File: src/rtl/jtopl_pg_rhy_src.sv
// jtopl_pg_rhy_src: rhythm-mode side signals (slot tracking, hh/tc phase latches, noise LFSR)
module jtopl_pg_rhy_src #(
  parameter logic [4:0]  NSLOTS    = 5'd18,
  parameter logic [4:0]  SLOT_HH   = 5'd13,
  parameter logic [4:0]  SLOT_SD   = 5'd16,
  parameter logic [4:0]  SLOT_TC   = 5'd17,
  parameter logic [22:0] LFSR_SEED = 23'h1
) (
  input  logic       clk,
  input  logic       rst,
  input  logic       cen,
  input  logic       zero,
  input  logic       rhy_en,
  input  logic [9:0] phase_pre,
  output logic [4:0] slot,
  output logic       noise,
  output logic [9:0] hh,
  output logic       hh_en,
  output logic       sd_en,
  output logic       tc_en,
  output logic       rm_xor
);
  logic [4:0]  slot_d, slot_q;
  logic [9:0]  hh_d, hh_q, tc_d, tc_q;
  logic [22:0] lfsr_d, lfsr_q, lfsr_nx;
  logic        last;
  // next state: slot advance/resync, end-of-slot phase captures, once-per-sample LFSR step
  always_comb begin
    last    = slot_q == NSLOTS - 5'd1;
    lfsr_nx = {lfsr_q[21:0], lfsr_q[22] ^ lfsr_q[8] ^ lfsr_q[7] ^ lfsr_q[0]};
    slot_d  = !cen ? slot_q : zero ? 5'd1 : last ? 5'd0 : slot_q + 5'd1;
    hh_d    = cen && slot_q == SLOT_HH ? phase_pre : hh_q;
    tc_d    = cen && slot_q == SLOT_TC ? phase_pre : tc_q;
    lfsr_d  = !(cen && last) ? lfsr_q : lfsr_nx == 23'd0 ? 23'h1 : lfsr_nx;
  end
  // state registers with synchronous reset taking priority over cen/zero
  always_ff @(posedge clk) begin
    if (rst) begin
      slot_q <= 5'd0;
      hh_q   <= 10'd0;
      tc_q   <= 10'd0;
      lfsr_q <= LFSR_SEED;
    end else begin
      slot_q <= slot_d;
      hh_q   <= hh_d;
      tc_q   <= tc_d;
      lfsr_q <= lfsr_d;
    end
  end
  assign slot   = slot_q;
  assign noise  = lfsr_q[22];
  assign hh     = hh_q;
  assign hh_en  = rhy_en && slot_q == SLOT_HH;
  assign sd_en  = rhy_en && slot_q == SLOT_SD;
  assign tc_en  = rhy_en && slot_q == SLOT_TC;
  assign rm_xor = (hh_q[2] ^ hh_q[7]) | (hh_q[3] ^ tc_q[5]) | (tc_q[3] ^ tc_q[5]);
endmodule

File: config.mk
export PLATFORM = sky130hd
export DESIGN_NAME = jtopl_pg_rhy_src
export DESIGN_NICKNAME = d
export VERILOG_FILES = /design/src/rtl/jtopl_pg_rhy_src.sv
export SDC_FILE = /design/constraint.sdc
export NUM_CORES = 1
export LEC_CHECK = 0
export BUFFER_PORTS_ARGS = -buffer_cell sky130_fd_sc_hd__clkbuf_2
export CORE_MARGIN = 3
export CORE_UTILIZATION = 54
export DETAILED_ROUTE_END_ITERATION = 7
export HOLD_SLACK_MARGIN = 0.12
export PLACE_DENSITY_LB_ADDON = 0.1
export SETUP_SLACK_MARGIN = 0.4
export SYNTH_ARGS = -nofsm -noshare
export SYNTH_HDL_FRONTEND = slang
export SYNTH_SLANG_ARGS = --single-unit
File: constraint.sdc
create_clock -name clk -period 1.7 [get_ports clk]
set_input_delay 0.255 -clock clk [delete_from_list [all_inputs] [get_ports clk]]
set_output_delay 0.255 -clock clk [all_outputs]
set_load 0.02 [all_outputs]
==> metrics.csv <==
stage;metric;value;unit
detailed_routing;ant_nets;0;
detailed_routing;drt_iter0_drc;82;
clock_network;insertion_delay;0.37;ns
timing;fmax;0.578;GHz
worst_setup_path;path_class;flip-flop to primary output;
power;ir_worst_vdd;0.436;mV
worst_setup_path;reg2reg_depth;9;
synth;synth_cells;195;
detailed_routing;routed_via_density;5.45;
synth;avgSynthCellArea;9.24;µm²
worst_setup_path;end_kind;primary output;
grt;antenna_found_initial;0;
synth;synth_top_cell_area_share;44.4;%
timing;fin_setup_tns;-0.0481;ns
job;maxCapViolCount;0;
hold_path;hold_end;hh[9]$_SDFFE_PP0P_;
timing;drv_slew;0;
clock_network;clockBufferDepth;2;
worst_setup_path;critPathMaxFanout;3;
timing;worst_pin_slew;0.417;ns
layout;fillers;157;
synth;ys_warn_count;0;
clock_network;htree_levels;2;
timing;finalSetupViolations;3;
grt;grt_pass1_vias;1520;
timing;hold_viol_final;0;
power;seqPwrFrac;57.5;%
layout;syn2layout_area_growth;48.7;%
clock_network;cts_root_buf;clkbuf_4;
synth;synth_flop_cell;dfxtp_1;
power;power.leakage;1.23;nW
clock_network;clk_pin_slew;0.12;ns
power;swShare;24.4;%
worst_setup_path;slowest_delay;0.37;ns
die;die_w;63.8;µm
synth;synth_edf_count;0;
worst_setup_path;rr_endpoint;lfsr_q[13]$_SDFFE_PP0P_;
timing;rsz0062_at_grt;true;
layout;multi_input_area;1160;µm²
die;coreArea;3130;µm²
synth;yosysTopAreaCell;dfxtp_1;
power;power_density;609;nW/µm²
hold_path;hp-class;input port to flip-flop;
status;status;finished, violations left;
power;comb_power_share;7.2;%
placed_design;placed_area;2110;µm²
synth;synth_cell_types;34;
timing;slew_headroom;72.0;%
die;start_util;57.6;%
power;power.switching;0.000398;W
power;p_int;0.00123;W
synth;async_flop_share;0;%
clock_network;cts.sink_count;40;
placed_design;io_buffer_count;34;
layout;diodes;0;
worst_setup_path;startpoint_type;flip-flop;
worst_setup_path;crit_family;simple AND/OR/NAND/NOR gates;
die;pin_count;35;
status;violations;negative setup slack;
detailed_routing;finalWirelength;5.28;mm
grt;grt_start_max_net_pins;24;
grt;grt_overflow_total;0;
timing;finalCritPeriodShare;102;%
synth;syn_area;1800;µm²
placed_design;dpl.hpwl;2.61;mm
timing;timing.final.ws_setup;-0.0311;ns
hold_path;hold_path_depth;3;
layout;seqCellArea;826;µm²
detailed_routing;first_pass_iters;4;
layout;nets;274;
hold_path;worstHoldStart;phase_pre[9];
detailed_routing;drc_errors;0;
worst_setup_path;r2r_start;slot[1]$_SDFFE_PP0P_;
worst_setup_path;path_cells;inv_4, ha_4, and4bb_4, and2_4, buf_8;
synth;syn_nets;214;
timing;finalClockSkew;0.00870;ns
layout;drive_gt1_share;59.4;%
die;num_rows;20;
placed_design;gp_congestion;0.835;
layout;final_area;2680;µm²
detailed_routing;vias;1636;
worst_setup_path;cp.arrival;1.48;ns
timing;period_needed;1.73;ns
worst_setup_path;crit_required;1.44;ns
power;clockPowerShare;35.4;%
synth;ys_ff_latch;40;
synth;synth_common_cells;nand2_1, dfxtp_1, a21oi_2;
detailed_routing;drt-wirelength-per-cell;17.6;µm
die;die_area;4070;µm²
die;fp.dieH;63.8;µm
grt;grt_pass1_wl;7.03;mm
timing;hold_slack;0.122;ns
worst_setup_path;cp_num_buf_inv;2;
synth;synth_area_leaders;dfxtp_1, a21oi_2, nand2_1;
clock_network;cts_made_buffers;5;
worst_setup_path;slowest_stage;dfxtp_4;
clock_network;tritoncts;built;
grt;grt_usage;21.7;%
worst_setup_path;reg2reg_slack;-0.01;ns
synth;yosysMostFrequentCell;nand2_1;
synth;ys_seq_area_share;44.4;%
[power groups by stage]
stage | sequential [W] | clock [W] | combinational [W]
5_1_grt | 0.000939 | 0.000614 | 0.000125
4_1_cts | 0.000941 | 0.000562 | 0.0000824
2_1_floorplan | 0.000969 | 0 | 0.0000370
6_report | 0.000938 | 0.000577 | 0.000117
3_5_place_dp | 0.000967 | 0 | 0.0000709
3_3_place_gp | 0.000966 | 0 | 0.0000689
[worst max path at each step]
| stage | startpoint | end | slack (ns) | cells past startpoint |
|---|---|---|---|---|
| floorplan | lfsr_q[7]$_SDFFE_PP0P_ | lfsr_q[0]$_SDFFE_PP1P_ | 0.16 | 7 |
| global placement | lfsr_q[7]$_SDFFE_PP0P_ | lfsr_q[0]$_SDFFE_PP1P_ | 0.09 | 7 |
| detailed placement | lfsr_q[7]$_SDFFE_PP0P_ | lfsr_q[1]$_SDFFE_PP0P_ | -0.03 | 7 |
| CTS | slot[1]$_SDFFE_PP0P_ | tc_en | 0.04 | 5 |
| global route | lfsr_q[8]$_SDFFE_PP0P_ | lfsr_q[1]$_SDFFE_PP0P_ | -0.08 | 7 |
| finish | slot[1]$_SDFFE_PP0P_ | tc_en | -0.03 | 5 |
[tightest hold or removal path, stage by stage]
cell and delay (ns):
clkbuf_2 0.08, mux2i_1 0.05, nor2_1 0.07
[layout make-up]
cell class	instances	share of cell area [%]
repair buffers	64	20.5
clock inverters	1	0.187
clock buffers	7	2.48
well taps	44	2.06
multi-input cells	141	43.4
flip-flops and latches	40	30.8
inverters	3	0.607
[cell families (layout without fill, tap and decap cells)]
| group | Yosys count | after routing | share of synthesized area, % |
|---|---|---|---|
| compound gates | 29 | 29 | 13.3 |
| xor+xnor | 6 | 6 | 2.92 |
| fa+ha+maj | 4 | 4 | 2.78 |
| buf+inv | 14 | 75 | 5.49 |
| flops | 40 | 40 | 44.4 |
| mux | 10 | 10 | 5.56 |
| simple gates | 92 | 92 | 25.5 |
[cell usage in the layout (no fill, tap or decap), drive strengths merged, types with 3 or more instances in the layout]
cell and count:
a21oi 23, buf 31, clkbuf 39, dfxtp 40, ha 4, inv 3, mux2i 10, nand2 53
nand4 3, nor2 17, nor3 3, nor4 4, xor2 4
[stage by stage]
step | setup WS (ns) | total power, W | utilization, % | cells
2_1_floorplan | 0.157 | 0.00101 | - | 195
3_3_place_gp | 0.0941 | 0.00103 | 67.6 | 268
5_1_grt | -0.0812 | 0.00168 | 85.6 | 300
3_5_place_dp | -0.0281 | 0.00104 | 67.6 | 268
4_1_cts | 0.0447 | 0.00159 | 75.6 | 291
6_report | -0.0311 | 0.00163 | 85.6 | 300
[state kept, by name (all words and copies together), names as in the netlist]
name and count:
tc_q 2, hh 10, lfsr_q 23, slot 5
[layer usage]
| layer | vias up | track usage (%) | wire length, µm |
|---|---|---|---|
| met4 | 0 | 8.09 | 135 |
| met2 | 55 | 36.1 | 2690 |
| li1 | 773 | - | - |
| met3 | 13 | 4.39 | 255 |
| met5 | - | 0 | 0 |
| met1 | 795 | 27.8 | 2200 |
[what timing repair did]
item,in CTS,in global routing
pin swaps,4,16
setup buffers,15,4
hold buffers,0,1
cloned,0,4
hold endpoints to repair,0,1
endpoints found under the setup margin,39,45
resized for setup,19,57
(Power assumes the default switching activity.)
